$ cat config.mk
export PLATFORM = sky130hd
export DESIGN_NAME = fifo_pcie_param
export DESIGN_NICKNAME = d
export VERILOG_FILES = /design/src/rtl/fifo_pcie_param.sv
export SDC_FILE = /design/constraint.sdc
export NUM_CORES = 1
export LEC_CHECK = 0
export ABC_AREA = 1
export ABC_CLOCK_PERIOD_IN_PS = 3000
export CAP_MARGIN = 20
export CORE_MARGIN = 2
export CORE_UTILIZATION = 51
export CTS_CLUSTER_SIZE = 28
export DETAILED_ROUTE_END_ITERATION = 10
export PLACE_DENSITY_LB_ADDON = 0.3
export SYNTH_ARGS = -nofsm -noshare
export SYNTH_HDL_FRONTEND = slang
export SYNTH_SLANG_ARGS = --single-unit
$ cat constraint.sdc
create_clock -name clk -period 3 [get_ports clk]
set_clock_uncertainty 0.1 [all_clocks]
set_input_delay 0.3 -clock clk [delete_from_list [all_inputs] [get_ports clk]]
set_output_delay 0.3 -clock clk [all_outputs]
set_load 0.03 [all_outputs]
$ cat src/rtl/fifo_pcie_param.sv
// fifo_pcie_param: synchronous single-clock FIFO with programmable
// almost-full / almost-empty thresholds and a registered read port.
//
// Ports:
//   clk, reset        single clock, synchronous active-high reset
//   init              loads umbral_AF_in / umbral_AE_in into the threshold regs
//   push, data_in     write request and data
//   pop               read request
//   data_out          registered read data, valid one cycle after an accepted pop
//   data_valid        one-cycle pulse marking a data_out update
//   count             occupancy 0..DEPTH
//   full, empty, almost_full, almost_empty   registered status flags
//   overflow, underflow  sticky error flags, only with FIFO_ERR_FLAGS_EN
//
// Build option: define FIFO_ERR_FLAGS_EN to add the overflow/underflow ports.
module fifo_pcie_param #(
  parameter int DATA_W = 12,
  parameter int ADDR_W = 3
) (
  input  logic              clk,
  input  logic              reset,
  input  logic              init,
  input  logic [ADDR_W:0]   umbral_AF_in,
  input  logic [ADDR_W:0]   umbral_AE_in,
  input  logic              push,
  input  logic              pop,
  input  logic [DATA_W-1:0] data_in,
  output logic [DATA_W-1:0] data_out,
  output logic              data_valid,
  output logic [ADDR_W:0]   count,
  output logic              full,
  output logic              empty,
  output logic              almost_full,
`ifdef FIFO_ERR_FLAGS_EN
  output logic              almost_empty,
  output logic              overflow,
  output logic              underflow
`else
  output logic              almost_empty
`endif
);

  localparam int            DEPTH   = 2**ADDR_W;
  localparam logic [ADDR_W:0] DEPTH_C = DEPTH[ADDR_W:0];
  localparam logic [ADDR_W:0] AF_RST  = DEPTH_C - 2'd2;

  logic [DATA_W-1:0] mem [DEPTH];
  logic [ADDR_W-1:0] wr_ptr, rd_ptr;
  logic [ADDR_W:0]   af_thr, ae_thr;
  logic [ADDR_W:0]   count_nxt;
  logic              push_ok, pop_ok;

  // A full FIFO still takes a push when a pop frees the slot in the same edge.
  assign push_ok = push && (!full || pop);
  assign pop_ok  = pop && !empty;

  always_comb begin
    count_nxt = count;
    case ({push_ok, pop_ok})
      2'b10:   count_nxt = count + 1'b1;
      2'b01:   count_nxt = count - 1'b1;
      default: count_nxt = count;
    endcase
  end

  // Storage has no reset; stale contents are unreachable once pointers clear.
  always_ff @(posedge clk) begin
    if (!reset && push_ok) mem[wr_ptr] <= data_in;
  end

  always_ff @(posedge clk) begin
    if (reset) begin
      wr_ptr       <= '0;
      rd_ptr       <= '0;
      count        <= '0;
      data_out     <= '0;
      data_valid   <= 1'b0;
      full         <= 1'b0;
      empty        <= 1'b1;
      almost_full  <= 1'b0;
      almost_empty <= 1'b1;
      af_thr       <= AF_RST;
      ae_thr       <= '0;
    end else begin
      if (push_ok) wr_ptr <= wr_ptr + 1'b1;
      // Nonblocking read of mem gives read-before-write when pointers coincide.
      if (pop_ok) begin
        data_out <= mem[rd_ptr];
        rd_ptr   <= rd_ptr + 1'b1;
      end
      data_valid <= pop_ok;
      count      <= count_nxt;
      // Flags track the post-edge count; a threshold loaded this edge
      // only takes effect from the following edge.
      full         <= (count_nxt == DEPTH_C);
      empty        <= (count_nxt == '0);
      almost_full  <= (count_nxt >= af_thr);
      almost_empty <= (count_nxt <= ae_thr);
      if (init) begin
        af_thr <= umbral_AF_in;
        ae_thr <= umbral_AE_in;
      end
    end
  end

`ifdef FIFO_ERR_FLAGS_EN
  always_ff @(posedge clk) begin
    if (reset) begin
      overflow  <= 1'b0;
      underflow <= 1'b0;
    end else begin
      if (push && !push_ok) overflow  <= 1'b1;
      if (pop && !pop_ok)   underflow <= 1'b1;
    end
  end
`endif

endmodule
* After elaboration in Yosys (flattened, before gate mapping) *
Memories as Yosys holds them, arrays and structs flattened. A register that Yosys moved wholly into a read port is not among the register bits.
Cells that the tools add are included.

storage, ports and cells
  register bits after elaboration = 23
  RAM bits = 96
  input bits = 25
  output and inout port bits = 21
  logic and storage cells = 31
  memories kept = 1

operators by class
  add/sub/neg operators = 4
  $lt $le $gt $ge = 2
  equality and inequality tests = 3
  mux-type cells = 3
  reductions and logical operators = 8

memories
  memory  words  width  rd ports  clocked after memory_dff  wr ports  line  RTL
  mem     8      12     1         1                         1         47    logic [DATA_W-1:0] mem [DEPTH];

operator list
  kind                                              number
  one-hot mux 4 bit (2 select lines)                1
  adder 3 x 1 -> 3 bit, second input constant       2
  adder 4 x 1 -> 4 bit, second input constant       1
  == test 4 bit, second input constant              1
  greater-or-equal comparator 4 bit                 1
  <= comparator 4 bit                               1
  logical NOT 4 bit                                 1
  subtractor 4 x 1 -> 4 bit, second input constant  1
  logical AND 1 bit                                 3
  logical NOT 1 bit                                 3
  == test 2 x 1 -> 1 bit, second input constant     1
  == test 2 bit, second input constant              1
  2-to-1 mux 1 bit                                  2
  logical OR 1 bit                                  1

* Depth between registers and ports, before layout *
Gate-level depths: netlist of the first run.

  depth after elaboration = 6
  gate-level depth with buffers = 18
  mapped depth without buffers = 17

* Worst setup path before layout of the first run *
Ideal clock, no wire load.

  kind = register to register
  start = register empty
  end = register almost_full
  setup time = 0.111 ns
  data arrival time = 2.794 ns
  data required time = 2.789 ns
  slack = -0.005 ns
  cell stages (with the launch flop) = 18
  buffers on the path = 2
  period minus slack after synthesis = 3.005 ns
  cells stage by stage = dfxtp_1 > inv_1 > nand2_2 > inv_1 > buf_1 > ha_1 > clkbuf_1 > xnor2_1 > inv_1 > ha_1 > inv_1 > nand2_1 > a21o_1 > or2_2 > nand2_1 > nor2_1 > nor2_1 > nor2_1

between the ends
  cells in the longest elaborated chain, start to end = 5
  elaborated cells on any way between the ends = 6
  classes of those cells = order compare (1); eq/ne (2); mux (1); reduce/logical (2)

RTL lines
  element                                                         line  RTL
  start: declaration                                              32    output logic empty,
  start signal: assignment                                        96    empty <= (count_nxt == '0);
  logical NOT 1 bit *                                             55    assign pop_ok = pop && !empty;
  logical AND 1 bit *                                             55
  == test 2 x 1 -> 1 bit / == test 2 bit (equally long branches)  59    case ({push_ok, pop_ok})
  one-hot mux 4 bit (2 select lines) *                            59
  greater-or-equal comparator 4 bit *                             97    almost_full <= (count_nxt >= af_thr);
  end signal: assignment                                          97
  end: declaration                                                33    output logic almost_full,

Mark *: on every way between the ends. The rest lies on a longest branch, timed or not.
A chain may end at the register's enable or synchronous reset.

* Worst setup path in the final report of the first run *
  start = register empty
  end = register almost_full

between the ends
  cells in the longest elaborated chain, start to end = 5
  elaborated cells on any way between the ends = 6
  classes of those cells = order compare (1); eq/ne (2); mux (1); reduce/logical (2)

RTL lines
  element                                                         line  RTL
  logical NOT 1 bit *                                             55
  logical AND 1 bit *                                             55
  == test 2 x 1 -> 1 bit / == test 2 bit (equally long branches)  59
  one-hot mux 4 bit (2 select lines) *                            59
  net count_nxt[1]                                                50    logic [ADDR_W:0] count_nxt;
  greater-or-equal comparator 4 bit *                             97

Mark *: on every way through the listed nets, which the timed path passes. The rest lies on a longest branch.

==> results of run 1 <==
## critical path: stages (launching register included)
cell     delay, ps
dfxtp_2        320
inv_1          100
nand2_2        130
nor2_4         120
nand2_2         60
nand2_2         60
inv_2           40
ha_1           260
inv_1           40
o21ai_1        190
ha_1           270
a21o_1         190
or2_2          270
nand2_1         80
nor2_1          40
nor2_1          90
nor2_1          40
## layout by cell type, fill, tap and decap left out, types with 2 or more instances in the layout
| cell type | instances |
|---|---|
| edfxtp_1 | 96 |
| nand4_1 | 3 |
| inv_6 | 6 |
| clkbuf_16 | 16 |
| nand2_2 | 4 |
| o22ai_1 | 12 |
| inv_2 | 2 |
| dfxtp_1 | 34 |
| nor2_1 | 67 |
| a21oi_1 | 25 |
| o21bai_1 | 2 |
| inv_1 | 34 |
| nor3_2 | 4 |
| buf_4 | 24 |
| o221ai_1 | 12 |
| nand3_2 | 3 |
| clkinv_4 | 4 |
| o21ai_0 | 84 |
| nand2_1 | 32 |
| ha_1 | 9 |
| clkdlybuf4s50_1 | 45 |
| nand3_1 | 9 |
| o21ai_1 | 2 |
| nand2_4 | 2 |
## Yosys cell counts, drive strengths merged
| master | n | area share, % |
|---|---|---|
| inv | 36 | 2.6 |
| xor2 | 1 | 0.17 |
| a31oi | 1 | 0.12 |
| nand3 | 12 | 1.4 |
| buf | 6 | 0.55 |
| a21oi | 25 | 2.4 |
| clkbuf | 16 | 1.1 |
| a21o | 1 | 0.14 |
| nor3 | 4 | 0.38 |
| o221ai | 12 | 2.0 |
| nand2 | 38 | 3.2 |
| nor2 | 69 | 5.1 |
| nand4 | 3 | 0.36 |
| xnor2 | 1 | 0.17 |
| o22ai | 12 | 1.4 |
| dfxtp | 35 | 13 |
| or2 | 1 | 0.12 |
| o21ai | 86 | 8.2 |
| edfxtp | 96 | 55 |
| o21bai | 2 | 0.29 |
| ha | 9 | 2.1 |
## state kept, by name (all words and copies together) (netlist names)
name          cells
wr_ptr            3
data_out         12
count             4
almost_empty      1
rd_ptr            3
af_thr            4
almost_full       1
empty             1
mem              96
full              1
ae_thr            4
data_valid        1
## power breakdown
| group | internal (W) | leakage [nW] | total, W | switching (W) |
|---|---|---|---|---|
| clock | 0.00112 | 0.274 | 0.00193 | 0.000811 |
| combinational | 0.000440 | 1.00 | 0.00118 | 0.000738 |
| sequential | 0.00205 | 1.16 | 0.00214 | 0.0000841 |
| total | 0.00361 | 2.43 | 0.00525 | 0.00163 |
## cell type report
cell class                      count  area (um^2)  share of cell area, %
Sequential cell                   131         3580                   54.7
Multi-Input combinational cell    277         1470                   22.5
Timing Repair Buffer               69          631                   9.63
Clock buffer                       17          414                   6.32
Tap cell                          136          170                   2.60
Clock inverter                     15          145                   2.22
Inverter                           36          135                   2.06
## layer usage
metal / share of wire [%] / vias up / global-route usage (%)
li1: - / 1803 / -
met1: 43 / 1756 / 29.9
met2: 48 / 159 / 34.6
met3: 7.3 / 21 / 5.75
met4: 2.3 / 0 / 8.08
met5: 0 / - / 0
## worst paths after layout
| kind | end | slack [ps] | cells past startpoint | startpoint |
|---|---|---|---|---|
| setup / recovery | almost_full$_SDFF_PP0_ | 480 | 16 | empty$_SDFF_PP1_ |
| hold / removal | af_thr[3]$_SDFFE_PP0P_ | 290 | 3 | umbral_AF_in[3] |
| hold reg to reg | ae_thr[1]$_SDFFE_PP0P_ | 400 | 2 | ae_thr[1]$_SDFFE_PP0P_ |
| setup reg to reg | almost_full$_SDFF_PP0_ | 480 | 16 | empty$_SDFF_PP1_ |
## kinds of logic (layout without fill, tap and decap cells)
logic type	count (synthesis)	count (layout)	share of synthesized area (%)
AO/OA/AOI/OAI	139	139	14.5
adder cells (fa/ha/maj)	9	9	2.14
flip-flops	131	131	68.1
XOR/XNOR	2	2	0.333
buffers and inverters	58	137	4.26
AND/OR/NAND/NOR	127	127	10.6
## metrics by stage
step / util (%) / total power (W) / setup TNS [ps] / std cells / hold slack [ps]
3_3_place_gp: 58.8 / 0.00331 / 0 / 649 / 363
5_1_grt: 64.3 / 0.00550 / 0 / 681 / 293
2_1_floorplan: - / 0.00290 / 0 / 466 / 299
3_5_place_dp: 58.8 / 0.00334 / -2.00 / 649 / 384
4_1_cts: 64.3 / 0.00526 / 0 / 681 / 278
6_report: 64.3 / 0.00525 / 0 / 681 / 286
==> results.md, run 1 <==
- Synthesized area: 0.00526 mm^2
- Post-cts resize count: 0
- H-tree depth: 4
- Setup Buffers After CTS: 0
- Seq/Total Area, Yosys: 68.1%
- Design area: 0.00655 mm^2
- Count of pins over their slew limit: 0
- Gr ovfl total: 0
- Initial Util: 51.6%
- Max Buffers Root-to-Sink: 2
- Status: finished, final reports clean
- Die height: 106 um
- Pwr/cell area: 801 mW/mm^2
- Max IR drop VDD: 0.346 mV
- Syn avg cell area: 11.3 um^2
- FP Rows: 37
- Synth cell types: 29
- Worst Tran Pin Value: 897 ps
- Setup violators final: 0
- Layout Nets: 566
- Gpl congestion: 0.951
- RSZ-0062 raised after global routing: no
- Vias in the first global route: 3605
- DP Worst Slack: -2.00 ps
- Final min period: 2520 ps
- I/O Pins: 46
- Fmax: 396 MHz
- Crit. End Element: flop
- Number of diodes: 0
- Max-capacitance violation count: 0
- Arrival time worst endpoint: 2830 ps
- Synth Instances: 466
- Fin crit share: 84.1%
- Initial drt markers: 295
- DR vias/cell: 5.49
- Fill cell count: 759
- Synth warnings: 0
- DR vias: 3739
- Kind of critical path: reg -> reg
- Min setup slack post-route: 477 ps
- Synthesized flop and latch total: 131
- Critical Path RT: 3310 ps
- Post-DP Area: 0.00599 mm^2
- Clock sinks: 131
- Core area: 0.0102 mm^2
- Root buffer cell: clkbuf_8
- CTS Hold Buffers Added: 0
- DIE AREA: 0.0111 mm^2
- Leakage Power: 2.43 nW
- Worst skew pair latency: 520 ps
- Area delta synth->final: 24.6%
- DRC viols: 0
- Startpoint types: flop
- Largest net degree at the start of global routing: 51
- CTS tree: done
- Final Hold Vio Count: 0
- Avg WL per Cell: 16.8 um
- DRT antenna net count: 0
- DR pass1 iterations: 5
- Num CTS Buffers: 17
- DP HPWL: 7080 um
- Share of layout cells above drive strength 1: 13.6%
- First-pass GRT wire length: 18500 um
- Critical Path Fanout Max: 7
- Min-Delay Path Class: in -> reg
- Initial antenna violation count: 0
- Clock-pin slew on the worst setup and hold paths: 70 ps
- Final wirelength: 11500 um
- Mapped Nets: 500
- GRT Overall Usage: 22.1%
- Die Span X: 106 um
- Max-slew headroom: 40.1%
- Port Buffers: 45
No activity file was read; power rests on OpenSTA's default activity.
==> run 2: changes to the inputs <==
Settings changed: ABC_CLOCK_PERIOD_IN_PS 3000 to 2200.
Clock period 3 ns to 2.2 ns, I/O delays scaled along.
==> run 2 against run 1 <==
Net effect:
- via count increased by 2.4%
- the run now ends with setup timing left
- critical path type unchanged
- clock power increased by 32%
- worst setup slack got worse by 510 ps
==> results.md, run 2 (synthesized netlist as in run 1, its figures left out) <==
- Status: finished with violations
- Failing checks: setup timing
- DRC viols: 0
- Top reg by flops: mem
- Clk pwr share: 34.6%
- Setup violators final: 1
- Min-Delay Path Class: in -> reg
- Count of pins over their slew limit: 0
- RSZ-0062 raised after global routing: yes
- Pwr/cell area: 1070 mW/mm^2
- Largest net degree at the start of global routing: 50
- DR vias/cell: 5.49
- Pwr Total: 0.00738 W
- Worst skew pair latency: 520 ps
- GRT Overall Usage: 22.5%
- Psw: 0.00216 W
- Design area: 0.00688 mm^2
- Post-DP Area: 0.00622 mm^2
- Setup TNS: -33.4 ps
- DRT antenna net count: 0
- Core area: 0.0102 mm^2
- Core Util, Final: 67.5%
- Final Hold Vio Count: 0
- Clock sinks: 131
- Startpoint types: flop
- Arrival time worst endpoint: 2550 ps
- Reg power frac: 39.3%
- Number of diodes: 0
- Leakage Power: 2.54 nW
- FP Rows: 37
- Share of layout cells above drive strength 1: 18.0%
- Critical Path RT: 2520 ps
- Largest register FFs: 96
- Max-slew headroom: 66.4%
- Avg WL per Cell: 17.3 um
- Slowest CP cell: dfxtp_4
- CTS Hold Buffers Added: 0
- Initial antenna violation count: 0
- Most frequent cells in the layout: edfxtp_1, o21ai_0, nor2_1
- Max incr delay on CP: 350 ps
- Num CTS Buffers: 17
- Min setup slack post-route: -33.4 ps
- Crit. End Element: flop
- H-tree depth: 4
- Initial drt markers: 223
- Vias in the first global route: 3746
- Critical path, cell by cell: inv_4, nand2_4, nor2_4, nand2_2, nand2_2, inv_2, ha_4, inv_2, o21ai_2, ha_1, a21o_1, or2_4, nand2_2, nor2_1, nor2_1, nor2_1
- Area delta synth->final: 30.8%
- DP HPWL: 7180 um
- Port Buffers: 45
- First-pass GRT wire length: 18700 um
- DP Worst Slack: -521 ps
- Max-capacitance violation count: 0
- DR vias: 3829
- Gr ovfl total: 0
- Combinational share of power: 26.1%
- Critical Path Fanout Max: 2
- Worst Tran Pin Value: 504 ps
- Gpl congestion: 0.831
- Kind of critical path: reg -> reg
- Internal cell power: 0.00522 W
- Max Buffers Root-to-Sink: 2
- Reg2reg path depth: 16
- Final wirelength: 12100 um
- Die height: 106 um
- Max IR drop VDD: 0.646 mV
- Top flop regs: mem (96), data_out (12)
- Root buffer cell: clkbuf_8
- Layout Nets: 583
- Hold Path Stages: 3
- CTS tree: done
- Clock-pin slew on the worst setup and hold paths: 60 ps
- Fmax: 448 MHz
- Commonest non-fill, non-tap cell in the layout: edfxtp_1
- Initial Util: 51.6%
- DIE AREA: 0.0111 mm^2
- Final min period: 2230 ps
- I/O Pins: 46
- Die Span X: 106 um
- DR pass1 iterations: 4
- Net switching fraction of the power: 29.3%
- Fin crit share: 102%
[run 2: cell count changes in the layout (fill, tap and decap cells not counted), moves of 5 or more]
cell,delta
buf_12,+8
clkbuf_1,+5
ha_4,+5
ha_1,-5
inv_6,-6
buf_4,+7
[run 2: metal layers]
metal  routed length [um]  GRT usage (%)  vias up
li1                     -              -     1829
met5                    0              0        -
met3                  740           5.75       31
met2                 5820           36.4      133
met4                  395           12.1        0
met1                 5130           27.8     1836
[run 2: through the flow]
step	hold WS [ps]	cells
after floorplan	219	466
after global placement	354	660
after detailed placement	360	660
after CTS	218	698
after global routing	224	698
final	227	698
[run 2: path summary, 6_finish.rpt]
kind / slack, ps / endpoint / startpoint
setup / recovery: -30 / almost_full$_SDFF_PP0_ / empty$_SDFF_PP1_
hold / removal: 230 / ae_thr[0]$_SDFFE_PP0P_ / umbral_AE_in[0]
setup reg to reg: -30 / almost_full$_SDFF_PP0_ / empty$_SDFF_PP1_
hold reg to reg: 400 / af_thr[1]$_SDFFE_PP1P_ / af_thr[1]$_SDFFE_PP1P_
[run 2: area by class of cell]
type                            count  area, um^2
Clock buffer                       26         488
Tap cell                          136         170
Sequential cell                   131        3590
Timing Repair Buffer               86         866
Multi-Input combinational cell    277        1570
Fill cell                         753        3310
Inverter                           36         140
Clock inverter                      6        52.6
[run 2: worst max-delay path: cells and delay by family, from the launching register on]
| kind | cells | cell delay [ps] |
|---|---|---|
| simple gates | 9 | 730 |
| buf+inv | 3 | 140 |
| fa+ha+maj | 2 | 490 |
| flops | 1 | 350 |
| compound gates | 2 | 320 |
[run 2: what timing repair did]
action                     4_1_cts  5_1_grt
setup buffers                    6        0
setup endpoints to repair        1        2
gates resized for setup          5        7
pin swaps                        7        7
[run 2: power by group through the flow]
stage	Sequential [W]	Clock (W)	Combinational, W
global route	0.00291	0.00269	0.00212
global placement	0.00294	0	0.00172
CTS	0.00290	0.00257	0.00186
floorplan	0.00313	0	0.000899
finish	0.00290	0.00255	0.00193
detailed placement	0.00294	0	0.00177
